--- config.mk ---
export PLATFORM = sky130hd
export DESIGN_NAME = dual_issue_ctrl
export DESIGN_NICKNAME = d
export VERILOG_FILES = /design/src/rtl/dic_pkg.sv /design/src/rtl/reg_busy_table.sv /design/src/rtl/dual_issue_ctrl.sv
export SDC_FILE = /design/constraint.sdc
export NUM_CORES = 1
export LEC_CHECK = 0
export ABC_AREA = 1
export CAP_MARGIN = 40
export CELL_PAD_IN_SITES_DETAIL_PLACEMENT = 0
export CELL_PAD_IN_SITES_GLOBAL_PLACEMENT = 1
export CORE_AREA = 2 2 148 150
export CTS_CLUSTER_DIAMETER = 150
export CTS_CLUSTER_SIZE = 12
export DETAILED_ROUTE_END_ITERATION = 8
export DIE_AREA = 0 0 150 152
export PLACE_DENSITY = 0.86
export SYNTH_ARGS = -nofsm -noshare
export SYNTH_HDL_FRONTEND = slang
export SYNTH_SLANG_ARGS = --single-unit
--- constraint.sdc ---
create_clock -name clk -period 3.83 [get_ports clk]
set_input_delay 0.766 -clock clk [delete_from_list [all_inputs] [get_ports clk]]
set_output_delay 0.766 -clock clk [all_outputs]
set_load 0.05 [all_outputs]
--- src/rtl/dic_pkg.sv ---
// dic_pkg - shared definitions for the dual-issue controller.
//   state_e    : issue FSM encoding (PAIR = 1'b0, P2_ONLY = 1'b1)
//   AW_DEF     : default register index width
//   LD_LAT_DEF : default load-use latency in cycles
//   CW         : busy counter width (holds values up to 7)
package dic_pkg;

    localparam int AW_DEF     = 5;
    localparam int LD_LAT_DEF = 2;
    localparam int CW         = 3;

    typedef enum logic {
        PAIR    = 1'b0,
        P2_ONLY = 1'b1
    } state_e;

endpackage

--- src/rtl/reg_busy_table.sv ---
// reg_busy_table - per-register load-busy scoreboard.
// Each register has a down-counter that is loaded when a load targeting it
// issues and counts down to zero; a non-zero counter marks the register busy.
// Ports:
//   clk, rst              clock, asynchronous active-high reset
//   clr_i                 clear every counter on the next posedge (beats sets)
//   set1_i / set1_rd_i    p1 issuing load and its destination
//   set2_i / set2_rd_i    p2 issuing load and its destination
//   look_rd_i[4]          lookup indices: p1 rs, p1 rt, p2 rs, p2 rt
//   busy_o[4]             busy flag for each lookup (r0 never busy)
module reg_busy_table
    import dic_pkg::*;
#(
    parameter int AW     = AW_DEF,
    parameter int LD_LAT = LD_LAT_DEF
) (
    input  logic                clk,
    input  logic                rst,
    input  logic                clr_i,
    input  logic                set1_i,
    input  logic [AW-1:0]       set1_rd_i,
    input  logic                set2_i,
    input  logic [AW-1:0]       set2_rd_i,
    input  logic [3:0][AW-1:0]  look_rd_i,
    output logic [3:0]          busy_o
);

    localparam int NREG = 2 ** AW;

    // The counter holds the number of cycles a consumer must still stall.
    // The cycle the load issues already counts as the first of LD_LAT, so a
    // consumer sees the register busy for LD_LAT-1 cycles and issues exactly
    // LD_LAT cycles after the load.
    localparam logic [CW-1:0] SET_VAL = CW'(LD_LAT - 1);

    logic [CW-1:0] cnt_q [NREG];
    logic [CW-1:0] cnt_d [NREG];

    always_comb begin
        for (int r = 0; r < NREG; r++) begin
            cnt_d[r] = cnt_q[r];
            if (clr_i) begin
                cnt_d[r] = '0;
            end else if ((set1_i && set1_rd_i == AW'(r)) ||
                         (set2_i && set2_rd_i == AW'(r))) begin
                // Both pipes load the same value, so the two sets just merge.
                cnt_d[r] = SET_VAL;
            end else if (cnt_q[r] != '0) begin
                cnt_d[r] = cnt_q[r] - CW'(1);
            end
        end
    end

    // NOTE: this counter array is reset because it is control state (stale
    // busy bits after reset would stall the pipe); plain data RAMs are not.
    always_ff @(posedge clk or posedge rst) begin
        if (rst) begin
            for (int r = 0; r < NREG; r++) cnt_q[r] <= '0;
        end else begin
            for (int r = 0; r < NREG; r++) cnt_q[r] <= cnt_d[r];
        end
    end

    always_comb begin
        for (int i = 0; i < 4; i++) begin
            busy_o[i] = (look_rd_i[i] != '0) && (cnt_q[look_rd_i[i]] != '0);
        end
    end

endmodule

--- src/rtl/dual_issue_ctrl.sv ---
// dual_issue_ctrl - ID-stage issue controller for a two-pipe datapath.
// Decides each cycle whether p1 (older), p2 (younger), both or neither issue,
// splits a pair over two cycles on intra-pair or load-use hazards, and
// arbitrates write-back so both pipes never write one register together.
// Optional feature: define DIC_FLUSH_EN to add the 'flush' input, which kills
// the current issue decision and returns the FSM and scoreboard to idle.
// Ports:
//   clk, rst                    clock, asynchronous active-high reset
//   flush                       (DIC_FLUSH_EN only) pipeline flush
//   pair_valid                  IF/ID holds a valid pair
//   pN_rs/pN_rt/pN_rd           pipe N source/destination registers
//   pN_wen, pN_load             pipe N writes rd / is a load
//   issue_p1, issue_p2          pipe leaves ID this cycle
//   fetch_hold                  IF/ID and PC must not advance
//   wb_wenN_i, wb_rdN_i         write-back request from pipe N
//   wb_wenN_o                   arbitrated register-file write enable N
module dual_issue_ctrl
    import dic_pkg::*;
#(
    parameter int AW       = AW_DEF,
    parameter int LD_LAT   = LD_LAT_DEF,
    parameter int DUAL_MEM = 0
) (
    input  logic          clk,
    input  logic          rst,
`ifdef DIC_FLUSH_EN
    input  logic          flush,
`endif
    input  logic          pair_valid,
    input  logic [AW-1:0] p1_rs,
    input  logic [AW-1:0] p1_rt,
    input  logic [AW-1:0] p1_rd,
    input  logic          p1_wen,
    input  logic          p1_load,
    input  logic [AW-1:0] p2_rs,
    input  logic [AW-1:0] p2_rt,
    input  logic [AW-1:0] p2_rd,
    input  logic          p2_wen,
    input  logic          p2_load,
    output logic          issue_p1,
    output logic          issue_p2,
    output logic          fetch_hold,
    input  logic          wb_wen1_i,
    input  logic [AW-1:0] wb_rd1_i,
    input  logic          wb_wen2_i,
    input  logic [AW-1:0] wb_rd2_i,
    output logic          wb_wen1_o,
    output logic          wb_wen2_o
);

    state_e     state_q, state_d;
    logic       flush_w;
    logic [3:0] busy;
    logic       blk1, blk2, dep;

`ifdef DIC_FLUSH_EN
    assign flush_w = flush;
`else
    assign flush_w = 1'b0;
`endif

    reg_busy_table #(
        .AW     (AW),
        .LD_LAT (LD_LAT)
    ) u_busy (
        .clk       (clk),
        .rst       (rst),
        .clr_i     (flush_w),
        .set1_i    (issue_p1 && p1_load && (p1_rd != '0)),
        .set1_rd_i (p1_rd),
        .set2_i    (issue_p2 && p2_load && (p2_rd != '0)),
        .set2_rd_i (p2_rd),
        .look_rd_i ({p2_rt, p2_rs, p1_rt, p1_rs}),
        .busy_o    (busy)
    );

    assign blk1 = busy[0] | busy[1];
    assign blk2 = busy[2] | busy[3];

    // Intra-pair hazards: RAW on p1's result, load-after-load WAW (the later
    // load return must not be overtaken), and a shared memory port.
    assign dep = (p1_wen && (p1_rd != '0) && (p1_rd == p2_rs || p1_rd == p2_rt))
              || (p1_load && p2_wen && (p1_rd == p2_rd))
              || ((DUAL_MEM == 0) && p1_load && p2_load);

    // Issue decisions are combinational so a clean pair costs no extra cycle.
    // NOTE: every output gets a default first, so no path leaves a latch.
    always_comb begin
        issue_p1   = 1'b0;
        issue_p2   = 1'b0;
        fetch_hold = 1'b0;
        state_d    = state_q;
        if (flush_w) begin
            state_d = PAIR;
        end else if (!rst) begin
            case (state_q)
                PAIR: begin
                    if (pair_valid) begin
                        if (blk1) begin
                            // p2 never issues ahead of a stalled p1.
                            fetch_hold = 1'b1;
                        end else if (blk2 || dep) begin
                            issue_p1   = 1'b1;
                            fetch_hold = 1'b1;
                            state_d    = P2_ONLY;
                        end else begin
                            issue_p1 = 1'b1;
                            issue_p2 = 1'b1;
                        end
                    end
                end
                P2_ONLY: begin
                    if (blk2) begin
                        fetch_hold = 1'b1;
                    end else begin
                        issue_p2 = 1'b1;
                        state_d  = PAIR;
                    end
                end
                default: state_d = PAIR;
            endcase
        end
    end

    // NOTE: sequential state uses non-blocking assignments only.
    always_ff @(posedge clk or posedge rst) begin
        if (rst) state_q <= PAIR;
        else     state_q <= state_d;
    end

    // Same-register write-back: the younger pipe's value is the architectural
    // result, so p1's write is dropped. r0 is not special-cased here.
    assign wb_wen1_o = !rst && wb_wen1_i && !(wb_wen2_i && (wb_rd1_i == wb_rd2_i));
    assign wb_wen2_o = !rst && wb_wen2_i;

endmodule

Yosys cells after proc, flatten, opt, wreduce, memory -nomap -nowiden --
Cells that the tools add are included.
Word-level totals: flip-flop bits (word level) 97, output and inout port bits 5
Operators by class: reductions and logical operators 195, equality and inequality tests 66, muxes and demuxes 95, add/subtract/negate cells 32, order comparisons 4, bitwise gates (word level) 7
Operator list (number):
- 3-bit two-way mux | 72
- 5-bit equality test (second input constant) | 32
- 3-bit nonzero test | 36
- 3-bit by 1-bit subtractor with 3-bit output (second input constant) | 32
- 1-bit logical AND | 81
- 5-bit by 4-bit equality test with 1-bit output (second input constant) | 16
- 2-bit nonzero test | 32
- 3-bit binary-select mux with 5-bit select | 4
- 5-bit by 3-bit equality test with 1-bit output (second input constant) | 8
- 1-bit logical OR | 36
- 5-bit nonzero test | 6
- 6-bit greater-or-equal comparator (second input constant) | 4
- 5-bit NOT with 6-bit output | 4
- 5-bit by 2-bit equality test with 1-bit output (second input constant) | 4
- 5-bit equality test | 4
- 1-bit two-way mux | 16
- 5-bit by 1-bit equality test with 1-bit output (second input constant) | 2
- 5-bit zero test | 2
- 1-bit case mux with 2 select lines | 3
- 1-bit zero test | 2
- 1-bit OR | 2
- 1-bit NOT | 1

Depth between registers and ports, before layout --
depth after elaboration 18, mapped depth 19

Hierarchy --
From an unflattened synthesis, not the netlist that was laid out.
Second synthesis, totals: cells, all modules 1395, area, all modules 8549.4 µm²
Modules (own cells, without submodules):
- reg_busy_table | cells an instance 1272, area each 7997.7 µm², sequential area each 2402.3 µm², times used 1
- dual_issue_ctrl | cells an instance 123, area each 551.8 µm², sequential area each 25.0 µm², times used 1

Worst setup path after synthesis --
No wires, ideal clock.
kind input port to output port, start in rst, end out wb_wen1_o, arrival time 3.691 ns, path slack -0.627 ns, cell stages on the path 3, buffers on the path 0, data required time 3.064 ns, cell sequence inv_1 > o311ai_0 > inv_1
Between the ends: cells in the longest elaborated chain, start to end 3
Ends and longest elaborated chain:
- start: declaration | RTL line dual_issue_ctrl.sv:25 | input logic rst,
- 1-bit zero test (no line)
- 1-bit logical AND (2 in series) | RTL line dual_issue_ctrl.sv:133 | assign wb_wen1_o = !rst && wb_wen1_i && !(wb_wen2_i && (wb_rd1_i == wb_rd2_i));
- end: declaration | RTL line dual_issue_ctrl.sv:47 | output logic wb_wen1_o,
Every way passes these cells.

Worst setup path after layout --
start in p2_rs[2], end out fetch_hold
Between the ends: cells in the longest elaborated chain, start to end 13, elaborated cells between the ends (all ways) 20, those cells by class eq/ne: 1; mux: 9; bitwise: 2; reduce/logical: 8
Ends and longest elaborated chain:
- start: declaration | RTL line dual_issue_ctrl.sv:35 | input logic [AW-1:0] p2_rs,
- 5-bit NOT with 6-bit output (implied by the code) | RTL line reg_busy_table.sv:66 | busy_o[i] = (look_rd_i[i] != '0) && (cnt_q[look_rd_i[i]] != '0);
- 3-bit binary-select mux with 5-bit select | RTL line reg_busy_table.sv:66
- 3-bit two-way mux (implied by the code) (2 in series) | RTL line reg_busy_table.sv:66
- 3-bit nonzero test | RTL line reg_busy_table.sv:66
- 1-bit logical AND | RTL line reg_busy_table.sv:66
- 1-bit OR | RTL line dual_issue_ctrl.sv:78 | assign blk2 = busy[2] | busy[3];
- 1-bit logical OR | RTL line dual_issue_ctrl.sv:102 | end else if (blk2 || dep) begin
- 1-bit two-way mux | RTL line dual_issue_ctrl.sv:102
- 1-bit two-way mux | RTL line dual_issue_ctrl.sv:99 | if (blk1) begin
- 1-bit two-way mux | RTL line dual_issue_ctrl.sv:98 | if (pair_valid) begin
- 1-bit case mux with 2 select lines * | RTL line dual_issue_ctrl.sv:96 | case (state_q)
- 1-bit two-way mux * | RTL line dual_issue_ctrl.sv:95 | end else if (!rst) begin
- end: declaration | RTL line dual_issue_ctrl.sv:42 | output logic fetch_hold,
Mark *: on every way between the ends. The rest lies on a longest branch, timed or not. The select of a mux whose other input is x is not followed.

==> reports/metrics.cfg <==
[layout]
nets=1408
layout_common_cells=nand2_1, inv_1, nor2_1, nand3_1, dfrtp_1
design_area_sq_um=9791
area.growth.synth_to_final_pct=17.90
final_util_pct=45.86
drive_gt1_share_pct=9.462
final_common_cell=nand2_1
antenna_cells=0
fin_cells=1580

[detailed_routing]
first_pass_iters=6
ant_nets=0
drt_iter0_drc=907
drcViolationCount=0
routed_via_density=5.247
drt-wirelength-per-cell_um=16.55
via_count=8290
drt_wl_total_um=26150

[outcome]
outcome=finished clean

[setup_path]
cpMostUsedCell=nand2_1
start_kind=input pin
critPathCaptureType=output port
cp.arrival_ns=2.89
critPathKind=input pin to output port
crit_required_ns=3.06
path_cells=clkdlybuf4s50_1 -> inv_1 -> o21ai_0 -> nor2_1 -> o21ai_1 -> nand2_1 -> nand2_1 -> nand3_1 -> nand2_1 -> nor2_4 -> nand2_2 -> o31ai_4 -> a21oi_2 -> buf_12
crit_slowest_cell=clkdlybuf4s50_1
crit_path_max_incr_delay_ns=0.46
crit_fanout=6

[synth]
ys_ff_latch=97
synth_top_cell_by_area=dfrtp_1
synth_cell_types=37
yosysTopAreaCellShare_pct=29.23
synthFlopType=dfrtp_1
syn_nets=1339
synth-async-reset-ratio_pct=100.0
synth_area_per_cell_sq_um=6.773
synth_area_leaders=dfrtp_1, nand2_1, ha_1, nand3_1, inv_1
syn_area_sq_um=8304
syn_inst=1226
synth_warnings=0
ys_seq_area_share_pct=29.23
synth_edf_count=0

[place]
dpl.hpwl_um=20590
placed_cell_area_sq_um=9264
port_buffers=53
place.gp.congestion=0.9451
place_inst=1553

[floorplanning]
fp.dieW_um=150
pin_count=54
die-area_sq_um=22800
coreArea_sq_um=21350
fp.dieH_um=152
placementRows=54
start_util_pct=38.89

[clock_tree]
numCtsBuffers=9
path_clk_slew_ns=0.08
htree_levels=3
clk_path_buf_depth=2
cts_tree=done
cts-root-buf=clkbuf_16
clock-sinks=97
clk_latency_ns=0.37
hold_buffers=0

[timing]
skew_ns=0.01358
finalMaxSlewViolations=0
fmax_ghz=0.2737
tightestPinTransition_ns=0.9038
setup_viol=0
maxSlewHeadroom_pct=39.68
finalHoldViolations=0
fin_crit_sh_pct=95.39
fin_crit_ns=3.654

[pwr]
p_total_uw=6494
ir_worst_vdd_mv=0.2369
p_leak_uw=0.005109
power.density_nw_per_um2=663.3

[global_routing]
grt.overflow.total=0
grt_pass1_wl_um=41220
grt_pass1_vias=7754
grt_max_degree=51
track_usage_pct=23.36
antenna_found_initial=0

[run]
max_cap_violations=0

[worst_hold_path]
worstHoldPathType=register to register

==> cell type report <==
class | instances | area, sq um
clock buffer | 11 | 252.7
clock inverter | 5 | 62.56
fill | 2231 | 11560
inverter | 183 | 708.2
multi-input combinational | 915 | 5029
sequential | 97 | 2427
tap | 280 | 350.3
timing repair buffer | 89 | 960.9
==> state kept, by name, indices dropped and copies added, names as in the netlist <==
signal and cells:
state_q 1, u_busy.cnt_q 96
==> final timing paths <==
path / start / to / slack (ns) / depth (start not counted)
max reg2reg: u_busy.cnt_q[84] / u_busy.cnt_q[31] / 0.96 / 15
max: p2_rs[2] / fetch_hold / 0.18 / 14
min in group asynchronous: rst / u_busy.cnt_q[86] / 1.21 / 3
min: u_busy.cnt_q[93] / u_busy.cnt_q[93] / 0.48 / 1
min reg2reg: u_busy.cnt_q[93] / u_busy.cnt_q[93] / 0.48 / 1
max in group asynchronous: rst / u_busy.cnt_q[21] / 1.53 / 4
==> report_power, final <==
part | switching [uW] | internal (uW)
logic | 2160 | 1400
registers | 369 | 1590
clock network | 435 | 547
==> kinds of logic after synthesis <==
| group | Yosys count | share of synthesized area [%] |
|---|---|---|
| AO/OA/AOI/OAI | 125 | 7.835 |
| XOR/XNOR | 43 | 4.535 |
| adder cells (fa/ha/maj) | 64 | 9.643 |
| buffers and inverters | 215 | 11.09 |
| flip-flops | 97 | 29.23 |
| multiplexers | 1 | 0.1205 |
| AND/OR/NAND/NOR | 681 | 37.55 |
==> worst max-delay path: cells and delay by family <==
kind | cells | cell delay (ns)
buffers and inverters | 3 | 0.86
AND/OR/NAND/NOR | 7 | 0.72
AO/OA/AOI/OAI | 4 | 0.54
==> per-stage QoR <==
stage / hold slack (ns) / worst slack [ns] / setup TNS, ns
4_1_cts: 0.4815 / 0.003293 / 0
3_3_place_gp: 0.4621 / -0.01443 / -0.01443
2_1_floorplan: 0.4465 / 0.2582 / 0
5_1_grt: 0.5074 / -0.004612 / -0.004612
6_report: 0.4831 / 0.1765 / 0
3_5_place_dp: 0.4665 / -0.01436 / -0.01679
==> cells in the mapped netlist (3+ instances only) <==
cell / count
ha_1: 64
a31oi_1: 4
buf_4: 5
clkbuf_1: 9
inv_4: 3
nand3_2: 21
nand3_1: 134
dfrtp_1: 97
xor2_1: 38
a21oi_1: 9
inv_1: 167
xnor2_1: 5
nor2_2: 8
nand2_2: 5
inv_2: 10
nand4_1: 51
nor2_8: 3
nor2_1: 159
nor3_1: 12
nand2_1: 283
buf_2: 7
o22ai_1: 6
buf_6: 7
clkinv_2: 3
o21ai_1: 20
o21ai_0: 82
==> metal layers <==
| metal | vias to the layer above | routed length, um | GRT usage (%) |
|---|---|---|---|
| met4 | 0 | 619 | 7.457 |
| met3 | 43 | 1925 | 3.033 |
| met5 | - | 0 | 0 |
| met2 | 300 | 11800 | 36.83 |
| li1 | 4116 | - | - |
| met1 | 3831 | 11800 | 33.14 |
==> timing repair <==
item,4_1_cts,5_1_grt
resized for setup,1,23
setup endpoints to repair,2,2
pin swaps,0,5
gates cloned,0,2
buffers inserted,0,9
Note: power is estimated with default switching activity, not from simulation.
